===== config.mk =====
export PLATFORM = sky130hd
export DESIGN_NAME = fc_bus_arb
export DESIGN_NICKNAME = d
export VERILOG_FILES = /design/src/rtl/fc_bus_arb.sv
export SDC_FILE = /design/constraint.sdc
export NUM_CORES = 1
export LEC_CHECK = 0
export ABC_CLOCK_PERIOD_IN_PS = 3000
export CAP_MARGIN = 5
export CORE_MARGIN = 2
export CORE_UTILIZATION = 60
export DETAILED_ROUTE_END_ITERATION = 16
export DONT_BUFFER_PORTS = 1
export GPL_TIMING_DRIVEN = 0
export PLACE_DENSITY = 0.84
export SYNTH_ARGS = -nofsm -noshare
export SYNTH_HDL_FRONTEND = slang
export SYNTH_SLANG_ARGS = --single-unit

===== constraint.sdc =====
create_clock -name clk -period 3 [get_ports clk]
set_input_delay 0.45 -clock clk [delete_from_list [all_inputs] [get_ports clk]]
set_output_delay 0.45 -clock clk [all_outputs]
set_load 0.005 [all_outputs]

===== src/rtl/fc_bus_arb.sv =====
// Address-port arbiter for the FC unit: grants read or write controller access to the
// shared bus address lines, tracks outstanding read bursts and serialises write bursts.
module fc_bus_arb #(
  parameter int ADDR_W     = 28,
  parameter int LEN_W      = 4,
  parameter int ID_W       = 4,
  parameter int MAX_RD_OUT = 4,
  localparam int CNT_W     = $clog2(MAX_RD_OUT + 1)
) (
  input  logic              clk,
  input  logic              rst_n,
  input  logic              rd_req_valid,
  output logic              rd_req_ready,
  input  logic [ADDR_W-1:0] rd_req_addr,
  input  logic [LEN_W-1:0]  rd_req_len,
  input  logic [ID_W-1:0]   rd_req_id,
  input  logic              rd_req_ap,
  input  logic              wr_req_valid,
  output logic              wr_req_ready,
  input  logic [ADDR_W-1:0] wr_req_addr,
  input  logic [LEN_W-1:0]  wr_req_len,
  input  logic [ID_W-1:0]   wr_req_id,
  input  logic              wr_req_ap,
  output logic [ADDR_W-1:0] bus_addr,
  output logic [LEN_W-1:0]  bus_len,
  output logic [ID_W-1:0]   bus_id,
  output logic              bus_ap,
  output logic              bus_arvalid,
  input  logic              bus_arready,
  output logic              bus_awvalid,
  input  logic              bus_awready,
  input  logic              bus_wready,
  input  logic              bus_wlast,
  input  logic [ID_W-1:0]   bus_wid,
  input  logic              bus_rvalid,
  input  logic              bus_rlast,
  output logic [CNT_W-1:0]  rd_outstanding,
  output logic              err_sticky
);

  typedef enum logic [1:0] {IDLE, RD_ADDR, WR_ADDR, WR_DATA} state_t;

  state_t     state, state_next;
  logic       last_wr;          // 1 when the most recent grant went to the write side
  logic       rd_ok, wr_ok;
  logic       grant_rd, grant_wr;
  logic       wid_err;
  logic       rd_inc, rd_dec, rd_underflow;

  assign rd_ok = rd_req_valid && (rd_outstanding < CNT_W'(MAX_RD_OUT));
  assign wr_ok = wr_req_valid;

  always_comb begin
    state_next = state;
    grant_rd   = 1'b0;
    grant_wr   = 1'b0;
    wid_err    = 1'b0;
    case (state)
      IDLE: begin
        if (rd_ok && wr_ok) begin
          grant_rd = last_wr;
          grant_wr = !last_wr;
        end else begin
          grant_rd = rd_ok;
          grant_wr = wr_ok;
        end
        if (grant_rd)      state_next = RD_ADDR;
        else if (grant_wr) state_next = WR_ADDR;
      end
      RD_ADDR: if (bus_arready) state_next = IDLE;
      WR_ADDR: if (bus_awready) state_next = WR_DATA;
      WR_DATA: begin
        // A last beat tagged with a foreign id cannot close our burst
        if (bus_wready && bus_wlast) begin
          if (bus_wid == bus_id) state_next = IDLE;
          else                   wid_err    = 1'b1;
        end
      end
      default: state_next = IDLE;
    endcase
  end

  assign rd_req_ready = grant_rd;
  assign wr_req_ready = grant_wr;
  assign bus_arvalid  = (state == RD_ADDR);
  assign bus_awvalid  = (state == WR_ADDR);

  assign rd_inc       = (state == RD_ADDR) && bus_arready;
  assign rd_dec       = bus_rvalid && bus_rlast;
  assign rd_underflow = rd_dec && !rd_inc && (rd_outstanding == '0);

  always_ff @(posedge clk or negedge rst_n) begin
    if (!rst_n) begin
      state   <= IDLE;
      last_wr <= 1'b1;
    end else begin
      state <= state_next;
      if (grant_rd)      last_wr <= 1'b0;
      else if (grant_wr) last_wr <= 1'b1;
    end
  end

  always_ff @(posedge clk or negedge rst_n) begin
    if (!rst_n) begin
      bus_addr <= '0;
      bus_len  <= '0;
      bus_id   <= '0;
      bus_ap   <= 1'b0;
    end else if (grant_rd) begin
      bus_addr <= rd_req_addr;
      bus_len  <= rd_req_len;
      bus_id   <= rd_req_id;
      bus_ap   <= rd_req_ap;
    end else if (grant_wr) begin
      bus_addr <= wr_req_addr;
      bus_len  <= wr_req_len;
      bus_id   <= wr_req_id;
      bus_ap   <= wr_req_ap;
    end
  end

  // Simultaneous accept and completion cancel out; an orphan rlast leaves the count at zero
  always_ff @(posedge clk or negedge rst_n) begin
    if (!rst_n) begin
      rd_outstanding <= '0;
      err_sticky     <= 1'b0;
    end else begin
      if (rd_inc && !rd_dec)
        rd_outstanding <= rd_outstanding + CNT_W'(1);
      else if (rd_dec && !rd_inc && (rd_outstanding != '0))
        rd_outstanding <= rd_outstanding - CNT_W'(1);
      if (wid_err || rd_underflow)
        err_sticky <= 1'b1;
    end
  end

endmodule


==> parameters.txt, run 1 <==
Parameter                              Value

Synthesis
  Simple-gate portion of the synthesized area    26.6%
  Post-synth net total    359
  Area share of the largest cell type after synthesis    42.4%
  Warning count from the yosys run    0
  Register bit count reported by yosys    44
  Compound-cell area share of the yosys netlist    20.6%
  Share of flip-flops with an asynchronous set or reset after synthesis    100%
  Sequential cell area fraction in the yosys report    43.5%
  Combinational family with the most area after synthesis    simple AND/OR/NAND/NOR gates
  Total standard cell area after synthesis    0.00253 sq mm
  Count of flip-flops with a built-in enable after synthesis    0
  Leading register cell type out of synthesis    dfrtp_1
  Area contributors post-synth    dfrtp_1 42%, a31oi_1 9.4%, o21ai_0 7.7%
  Cell accounting for the most synthesized area    dfrtp_1
  Parity-gate share of the synthesized area counting xor and xnor cells    1.73%
  Synthesized netlist cell count    270
  Most common cell in the netlist    dfrtp_1
  Share of synthesized area spent on multiplexers    0.395%
  Mean instance size in the synthesized netlist    9.39 sq um
  Distinct cell type count of the synthesized netlist    43
  Fraction of the mapped netlist area in adder cells    0.790%
  Commonest cells in the netlist    43 x dfrtp_1, 39 x o21ai_0, 38 x a31oi_1, 38 x nor3_1, 21 x or3b_1

Worst setup path
  CP Capture Type    output port
  Endpoint required time on the critical path    2.55 ns
  Critical Path Slowest Stage Cell    or4b_4
  Cell-by-cell listing of the critical path    buf_6, or4b_4, or2_1, clkbuf_1, inv_1
  Maximum single-stage delay on the critical path    0.54 ns
  Worst EP arrival    2.01 ns
  Kind of critical path    reg -> out
  CP max FO    10
  Sort of element at the start of the critical path    flop

Timing
  Setup violation total in the final timing report    0
  Aggregate negative setup slack    0 ns
  Tightest Pin Transition    0.726 ns
  Final critical delay including setup and external delays    2.46 ns
  Max Transition Viols Final    0
  Fin Hold WS    0.313 ns
  Max_slew headroom    51.1%
  Achievable Freq    406 MHz
  RSZ-0062 raised after global routing    no
  Final hold violation count    0
  Period utilization    82.0%
  Worst clock skew on the final layout    0.00450 ns

Final layout
  Synthesis-to-layout area growth    7.50%
  Fillcell total    358
  Fraction of layout cells with a size suffix above 1    12.5%
  Layout Nets    368
  Ant. Diodes    0

Power and ir drop
  Static Leak    0.999 nW
  IR drop worst, VDD    0.000480 V
  PD cells    861 mW/mm^2

Clocking
  Worst-path clk slew    0.08 ns
  Number of setup buffers added after CTS    0
  Clock network latency to the later pin of the worst-skew pair    0.29 ns
  CTS tree    built
  Max H-tree Level    2
  CTS root buf    clkbuf_8
  CTS sink count    44
  Clock buffer depth    2
  Cts bufs inserted    5

Placement
  # port buffers    0
  Final estimated routing congestion in global placement    0.822
  Half-perimeter wire length of the detailed placement result    4900 um

Floorplan
  Top-Level Pins    133
  Std cell rows    23
  Initial standard-cell utilization of the core    62.9%
  Die Wd    69 um
  Die outline area    0.00476 sq mm
  Area of the placeable core    0.00403 sq mm
  Vert. Die Dim    69 um

Routing
  Number of optimization iterations in the first detailed-route pass    4
  Via count    2301
  Detail-routed net length per standard cell    21.7 um
  DRC marker count from the first detailed-route iteration    162
  Count of antenna-violating nets left after detailed routing    0
  Total routed wirelength    7150 um
  Number of vias per cell after detailed routing    6.97
  Number of design rule violations left after detail routing    0

Worst hold path
  Type of the worst min-delay path    in -> reg

Global route
  Maximum number of pins on one net before global-route repair    45
  First-pass GRT wire length    11600 um
  Antenna violations before repair    0
  Vias in the first global route    2326
  Remaining global-route overflow    0
  GRT Total Usage    29.6%

Job
  Max-cap violation count    0

Status
  Run status    finished, final reports clean
[cell usage in the layout (no fill, tap or decap), types with 2 or more instances in the layout]
cell type	Yosys	final
a31oi_1	38	38
inv_1	2	2
or3b_1	21	21
dfrtp_1	43	43
and3_1	2	2
xor2_1	4	4
buf_6	5	5
nand2_1	4	4
nor2b_1	3	3
nor2_1	3	3
nor3_1	38	38
clkbuf_8	0	6
buf_2	3	3
and3b_1	2	2
o21ai_0	39	39
clkbuf_1	19	21
buf_1	2	2
or3b_2	16	16
[registers in the layout, summed over array words and instances (netlist names)]
signal          flops
bus_len             4
err_sticky          1
bus_id              4
bus_addr           28
rd_outstanding      3
last_wr             1
state               2
bus_ap              1
[per-stage QoR]
stage	area [sq um]	total power, mW	utilization (%)	instances	setup WS (ns)
global route	2730	2.50	67.6	330	0.448
detailed placement	2600	1.93	64.5	320	0.717
floorplan	2530	1.69	-	270	0.838
CTS	2730	2.33	67.6	330	0.538
finish	2730	2.35	67.6	330	0.539
global placement	2600	1.88	64.5	320	0.745
[cells by family after synthesis]
family,count (synthesis)
buffers and inverters,32
DFF,44
muxes,1
and+or+nand+nor,99
xor gates and xnor gates,5
AOI/OAI and AO/OA,88
adders and majority gates,1
[worst paths after layout]
| kind | from | endpoint | slack (ns) | depth (start not counted) |
|---|---|---|---|---|
| max | state[1] | rd_req_ready | 0.54 | 5 |
| min | bus_awready | state[0] | 0.31 | 2 |
| max reg2reg | state[1] | rd_outstanding[2] | 0.68 | 7 |
| min reg2reg | err_sticky | err_sticky | 0.53 | 2 |
| max in group asynchronous | rst_n | last_wr | 2.07 | 2 |
| min in group asynchronous | rst_n | bus_addr[5] | 0.64 | 2 |
[routing by layer]
| metal | wire, um | GRT usage (%) | share of wire (%) | vias up |
|---|---|---|---|---|
| li1 | - | - | - | 1037 |
| met1 | 2890 | 37.7 | 40 | 1136 |
| met2 | 3590 | 49.9 | 50 | 110 |
| met3 | 513 | 7.31 | 7.2 | 18 |
| met4 | 153 | 8.93 | 2.1 | 0 |
| met5 | 0 | 0 | 0 | - |
[critical path, delay by kind of cell (launching register included)]
family	cells	cell delay (ns)
and+or+nand+nor	2	0.82
buffers and inverters	3	0.51
DFF	1	0.38
[power by group]
group,internal [mW],total (mW),switching (mW)
Sequential,0.891,1.17,0.283
Combinational,0.337,0.781,0.444
Clock,0.188,0.391,0.203
[area by class of cell]
class	instances	area, sq um	share of cell area, %
flip-flops and latches	44	1100	40.5
clock buffers	8	90.1	3.31
inverters	2	7.51	0.275
well taps	50	62.6	2.30
multi-input cells	194	1270	46.6
plain buffers	30	155	5.69
repair buffers	2	37.5	1.38
[repair_timing]
item,in CTS,in global routing
hold endpoints to repair,44,0
hold buffers,2,0
resized for setup,0,0
Note: power is estimated with default switching activity, not from simulation.
==> run 2: changes to the inputs <==
==> config.mk (replaced) <==
export PLATFORM = sky130hd
export DESIGN_NAME = fc_bus_arb
export DESIGN_NICKNAME = d
export VERILOG_FILES = /design/src/rtl/fc_bus_arb.sv
export SDC_FILE = /design/constraint.sdc
export NUM_CORES = 1
export LEC_CHECK = 0
export ABC_CLOCK_PERIOD_IN_PS = 2000
export CAP_MARGIN = 5
export CORE_MARGIN = 2
export CORE_UTILIZATION = 57
export DETAILED_ROUTE_END_ITERATION = 16
export DONT_BUFFER_PORTS = 1
export GPL_TIMING_DRIVEN = 0
export PLACE_DENSITY = 0.83
export SYNTH_ARGS = -nofsm -noshare
export SYNTH_HDL_FRONTEND = slang
export SYNTH_SLANG_ARGS = --single-unit
==> constraint.sdc (replaced) <==
create_clock -name clk -period 2 [get_ports clk]
set_input_delay 0.3 -clock clk [delete_from_list [all_inputs] [get_ports clk]]
set_output_delay 0.3 -clock clk [all_outputs]
set_load 0.005 [all_outputs]
==> run 2 against run 1 <==
Effect of this change: final area is 4.3% higher; critical path depth is 1 lower; worst hold slack got worse by 0.15 ns; worst setup slack worse by 0.57 ns; final cell count grew 2.4%; total power rose by 53%; utilization fell by 1.9 points; critical endpoint unchanged; clock power rose by 46%; critical path type unchanged; combinational power is 59% higher; the run now ends with negative setup slack left; via count fell by 0.65%; clock skew rose by 0.0016 ns; flip-flop and latch count did not move.
==> parameters.txt, run 2 (synthesized netlist as in run 1, its figures left out) <==
Parameter                              Value

Floorplan
  Vert. Die Dim    70.7 um
  Initial standard-cell utilization of the core    58.6%
  Area of the placeable core    0.00432 sq mm
  Die Wd    70.7 um
  Top-Level Pins    133
  Std cell rows    24
  Die outline area    0.00500 sq mm

Worst hold path
  Type of the worst min-delay path    in -> reg

Timing
  Fin Hold WS    0.165 ns
  Max Transition Viols Final    0
  Aggregate negative setup slack    -0.0301 ns
  Tightest Pin Transition    0.739 ns
  Worst-case setup margin in the final layout    -0.0301 ns
  RSZ-0062 raised after global routing    yes
  Period utilization    102%
  Achievable Freq    493 MHz
  Setup violation total in the final timing report    1
  Final hold violation count    0
  Worst clock skew on the final layout    0.00609 ns
  Max_slew headroom    50.3%
  Final critical delay including setup and external delays    2.03 ns

Power and ir drop
  Cell-internal power    2.20 mW
  Static Leak    1.06 nW
  Switching power    1.39 mW
  Share of total power in the clock network    15.9%
  IR drop worst, VDD    0.000534 V
  Sequential cell fraction of total power    49.5%
  Total power    3.58 mW
  PD cells    1260 mW/mm^2
  Switching share of total power    38.7%
  Portion of total power attributed to combinational logic    34.6%

Global route
  Antenna violations before repair    0
  Remaining global-route overflow    0
  Maximum number of pins on one net before global-route repair    45
  Vias in the first global route    2291
  GRT Total Usage    28.2%
  First-pass GRT wire length    11300 um

Routing
  Wire length on met3    551 um
  Detail-routed net length per standard cell    20.4 um
  Count of antenna-violating nets left after detailed routing    0
  DRC marker count from the first detailed-route iteration    147
  Uppermost layer routed    met4
  Number of optimization iterations in the first detailed-route pass    4
  Via count    2286
  Met2 wirelength from detailed routing    3430 um
  Number of vias per cell after detailed routing    6.76
  Total routed wirelength    6910 um
  Number of design rule violations left after detail routing    0
  Routed metal-1 wire length    2840 um

Final layout
  Ant. Diodes    0
  Fillcell total    374
  Commonest non-fill, non-tap cell in the layout    dfrtp_1
  End-of-flow core utilization    65.7%
  Largest register by flop count    bus_addr
  Biggest registers after layout    bus_addr: 28 flops, bus_id: 4 flops, bus_len: 4 flops
  Largest register FFs    28
  Synthesis-to-layout area growth    12.1%
  Layout Nets    374
  Fraction of layout cells with a size suffix above 1    21.0%
  Most used cells in the layout excluding fill and tap cells    40 x dfrtp_1, 39 x o21ai_0, 38 x nor3_1, 38 x a31oi_1, 21 x or3b_1

Placement
  Half-perimeter wire length of the detailed placement result    4840 um
  # port buffers    0
  Final estimated routing congestion in global placement    0.775
  Pre-CTS worst setup slack    -0.128 ns

Worst setup path
  CP Capture Type    output port
  Endpoint required time on the critical path    1.70 ns
  Critical Path Slowest Stage Cell    or4b_4
  Worst EP arrival    1.73 ns
  Crit path max-delay family    simple AND/OR/NAND/NOR gates
  Cell-by-cell listing of the critical path    or4b_4, or2_4, buf_8, clkinv_4
  Kind of critical path    reg -> out
  Sort of element at the start of the critical path    flop
  Maximum single-stage delay on the critical path    0.54 ns
  Register-to-Register Setup Slack    0.02 ns
  Worst path bufs/invs    2
  CP max FO    8

Status
  Run status    complete, but fails checks
  Failing checks    negative setup slack

Clocking
  Clock network latency to the later pin of the worst-skew pair    0.29 ns
  CTS root buf    clkbuf_8
  Max H-tree Level    2
  CTS tree    built
  Worst-path clk slew    0.08 ns
  CTS sink count    44
  Clock buffer depth    2
  Cts bufs inserted    5

Job
  Max-cap violation count    0
==> run 2: power groups by stage <==
stage               logic [mW]  registers [mW]  clock network [mW]
CTS                       1.24            1.76               0.587
global placement          1.08            1.76                   0
global route              1.42            1.83               0.625
finish                    1.24            1.77               0.571
detailed placement        1.14            1.77                   0
floorplan                0.917            1.64                   0
==> run 2: path summary, 6_finish.rpt <==
check / startpoint / to / cells after the start
setup reg to reg: state[1] / rd_outstanding[2] / 6
max in group asynchronous: rst_n / last_wr / 2
hold reg to reg: err_sticky / err_sticky / 2
hold / removal: bus_awready / state[0] / 2
min in group asynchronous: rst_n / rd_outstanding[2] / 2
setup / recovery: state[0] / rd_req_ready / 4
==> run 2: cell type report <==
type,instances,area [sq um],share of cell area (%)
inverter,2,12.5,0.440
clock inverter,2,10.0,0.352
clock buffer,6,82.6,2.91
tap,52,65.1,2.29
sequential,44,1110,38.9
multi-input combinational,194,1290,45.6
timing repair buffer,10,97.6,3.43
buffer,28,173,6.08
==> run 2: per-stage QoR <==
stage	std cells	instance area [sq um]
floorplan	270	2550
global placement	322	2620
detailed placement	322	2620
CTS	339	2830
global route	338	2840
finish	338	2840
==> run 2: timing repair <==
| action | in CTS | in global routing |
|---|---|---|
| setup buffers | 7 | 1 |
| endpoints found under the hold margin | 44 | 0 |
| endpoints found under the setup margin | 3 | 34 |
| pin swaps | 4 | 2 |
| gates resized for setup | 12 | 14 |
| hold buffers | 2 | 0 |
==> run 2: worst reg2reg max path: cells and delay by family, from the launching register on <==
| kind | cells | cell delay [ns] |
|---|---|---|
| compound gates | 1 | 0.20 |
| flops | 1 | 0.45 |
| simple gates | 3 | 0.76 |
| buf+inv | 1 | 0.14 |
| fa+ha+maj | 1 | 0.35 |
==> run 2: routing by layer <==
layer	GRT usage, %	vias to the layer above
li1	-	1051
met4	8.18	0
met1	38.2	1118
met5	0	-
met3	7.41	10
met2	45.1	107
==> run 3: changes to the inputs <==
==> config.mk (replaced) <==
export PLATFORM = sky130hd
export DESIGN_NAME = fc_bus_arb
export DESIGN_NICKNAME = d
export VERILOG_FILES = /design/src/rtl/fc_bus_arb.sv
export SDC_FILE = /design/constraint.sdc
export NUM_CORES = 1
export LEC_CHECK = 0
export ABC_CLOCK_PERIOD_IN_PS = 2400
export CAP_MARGIN = 5
export CORE_MARGIN = 2
export CORE_UTILIZATION = 60
export DETAILED_ROUTE_END_ITERATION = 16
export DONT_BUFFER_PORTS = 1
export GPL_TIMING_DRIVEN = 0
export PLACE_DENSITY = 0.84
export SETUP_SLACK_MARGIN = 0.05
export SYNTH_ARGS = -nofsm -noshare
export SYNTH_HDL_FRONTEND = slang
export SYNTH_SLANG_ARGS = --single-unit
==> constraint.sdc (replaced) <==
create_clock -name clk -period 2.4 [get_ports clk]
set_input_delay 0.36 -clock clk [delete_from_list [all_inputs] [get_ports clk]]
set_output_delay 0.36 -clock clk [all_outputs]
set_load 0.005 [all_outputs]
==> run 3 against run 2 <==
Effect of this change: the run now ends clean; register-to-register slack gained 0.17 ns; die area shrank 4.7%; wire length grew 2.8%; non-clock buffer count shrank 8; worst hold slack gained 0.057 ns; total power shrank 18%; sequential power shrank 17%; critical path depth grew 1; clock skew shrank 0.0012 ns; first-iteration DRC count grew 23%; count of clock-buffer cells in the layout grew 2; critical endpoint unchanged.
==> parameters.txt, run 3 (synthesized netlist as in run 1, its figures left out) <==
Parameter                              Value

Floorplan
  Initial standard-cell utilization of the core    62.9%
  Std cell rows    23
  Area of the placeable core    0.00403 sq mm
  Die outline area    0.00476 sq mm
  Top-Level Pins    133
  Die Wd    69 um
  Vert. Die Dim    69 um

Worst setup path
  Endpoint required time on the critical path    2.04 ns
  Sort of element at the start of the critical path    flop
  Kind of critical path    reg -> out
  CP max FO    10
  Register-to-Register Path Depth    6
  CP Capture Type    output port
  Worst EP arrival    1.91 ns

Timing
  Final critical delay including setup and external delays    2.27 ns
  Period utilization    94.7%
  Final hold violation count    0
  Fin Hold WS    0.223 ns
  Worst clock skew on the final layout    0.00484 ns
  Max_slew headroom    48.9%
  Achievable Freq    440 MHz
  Tightest Pin Transition    0.759 ns
  Aggregate negative setup slack    0 ns
  Setup violation total in the final timing report    0
  RSZ-0062 raised after global routing    no
  Max Transition Viols Final    0

Clocking
  Clock buffer depth    2
  Max H-tree Level    2
  CTS sink count    44
  Worst-path clk slew    0.08 ns
  Clock network latency to the later pin of the worst-skew pair    0.29 ns
  CTS root buf    clkbuf_8
  Number of setup buffers added after CTS    0
  Cts bufs inserted    5
  CTS tree    built

Final layout
  Ant. Diodes    0
  Most used cells in the layout excluding fill and tap cells    43 x dfrtp_1, 39 x o21ai_0, 38 x nor3_1, 38 x a31oi_1, 21 x or3b_1
  Commonest non-fill, non-tap cell in the layout    dfrtp_1
  Fraction of layout cells with a size suffix above 1    12.9%
  Synthesis-to-layout area growth    7.26%
  Biggest registers after layout    bus_addr: 28 flops, bus_id: 4 flops, bus_len: 4 flops
  Fillcell total    357
  Largest register FFs    28
  Largest register by flop count    bus_addr
  Layout Nets    366

Routing
  Number of design rule violations left after detail routing    0
  Detail-routed net length per standard cell    21.7 um
  Number of optimization iterations in the first detailed-route pass    4
  Total routed wirelength    7110 um
  Count of antenna-violating nets left after detailed routing    0
  DRC marker count from the first detailed-route iteration    181
  Number of vias per cell after detailed routing    7.06
  Via count    2317

Status
  Run status    finished, final reports clean

Worst hold path
  Type of the worst min-delay path    in -> reg
  Number of cells on the worst hold path    2

Placement
  Half-perimeter wire length of the detailed placement result    4900 um
  # port buffers    0
  Final estimated routing congestion in global placement    0.822

Power and ir drop
  Static Leak    0.998 nW
  Total power    2.92 mW
  PD cells    1080 mW/mm^2
  IR drop worst, VDD    0.000599 V

Global route
  Antenna violations before repair    0
  GRT Total Usage    29.6%
  GR Layer Usage met1    37.6%
  Maximum number of pins on one net before global-route repair    45
  Grt peak-use layer    met2
  First-pass GRT wire length    11500 um
  Vias in the first global route    2324
  Met3 layer usage reported by global route    7.31%
  Global routing usage on met2    49.9%
  Remaining global-route overflow    0

Job
  Max-cap violation count    0
## run 3: metrics by stage
stage / instances / area (sq um) / utilization [%] / setup WS [ns]
final: 328 / 2720 / 67.5 / 0.128
after global routing: 328 / 2720 / 67.5 / 0.0538
after CTS: 330 / 2730 / 67.7 / 0.0929
after detailed placement: 320 / 2600 / 64.5 / 0.117
after global placement: 320 / 2600 / 64.5 / 0.145
after floorplan: 270 / 2530 / - / 0.238
## run 3: worst max-delay path: stages (launching register included)
cell and delay (ns):
dfrtp_1 0.38, buf_6 0.13, or4b_4 0.54, or2_1 0.28, buf_2 0.20, inv_1 0.09
## run 3: power by group
group / internal, mW / switching (mW) / leakage, nW / total (mW)
clock network: 0.235 / 0.251 / 0.0455 / 0.486
logic: 0.418 / 0.553 / 0.432 / 0.971
registers: 1.11 / 0.353 / 0.520 / 1.47
total: 1.77 / 1.16 / 0.998 / 2.92
## run 3: layer usage
layer / part of all wire, % / up-vias
met2: 51 / 116
met5: 0 / -
met4: 2.2 / 0
met3: 7.1 / 20
met1: 40 / 1147
li1: - / 1034
## run 3: final cells by class
| class | count | area, sq um | share of cell area [%] |
|---|---|---|---|
| buffer | 28 | 149 | 5.48 |
| clock buffer | 8 | 90.1 | 3.31 |
| tap | 50 | 62.6 | 2.30 |
| sequential | 44 | 1100 | 40.5 |
| timing repair buffer | 2 | 37.5 | 1.38 |
| multi-input combinational | 194 | 1270 | 46.7 |
| inverter | 2 | 7.51 | 0.276 |
## run 3: worst paths after layout
path | slack, ns | to | startpoint
min in group asynchronous | 0.55 | bus_addr[5] | rst_n
worst min register to register | 0.53 | err_sticky | err_sticky
worst max register to register | 0.19 | rd_outstanding[2] | state[1]
max in group asynchronous | 1.56 | last_wr | rst_n
worst max-delay path | 0.13 | rd_req_ready | state[1]
worst min-delay path | 0.22 | state[0] | bus_awready
## run 3: what timing repair did
item / CTS / global route
hold endpoints to repair: 44 / 0
cloned: 0 / 0
endpoints found under the setup margin: 1 / 3
hold buffers: 2 / 0
gates resized for setup: 1 / 1
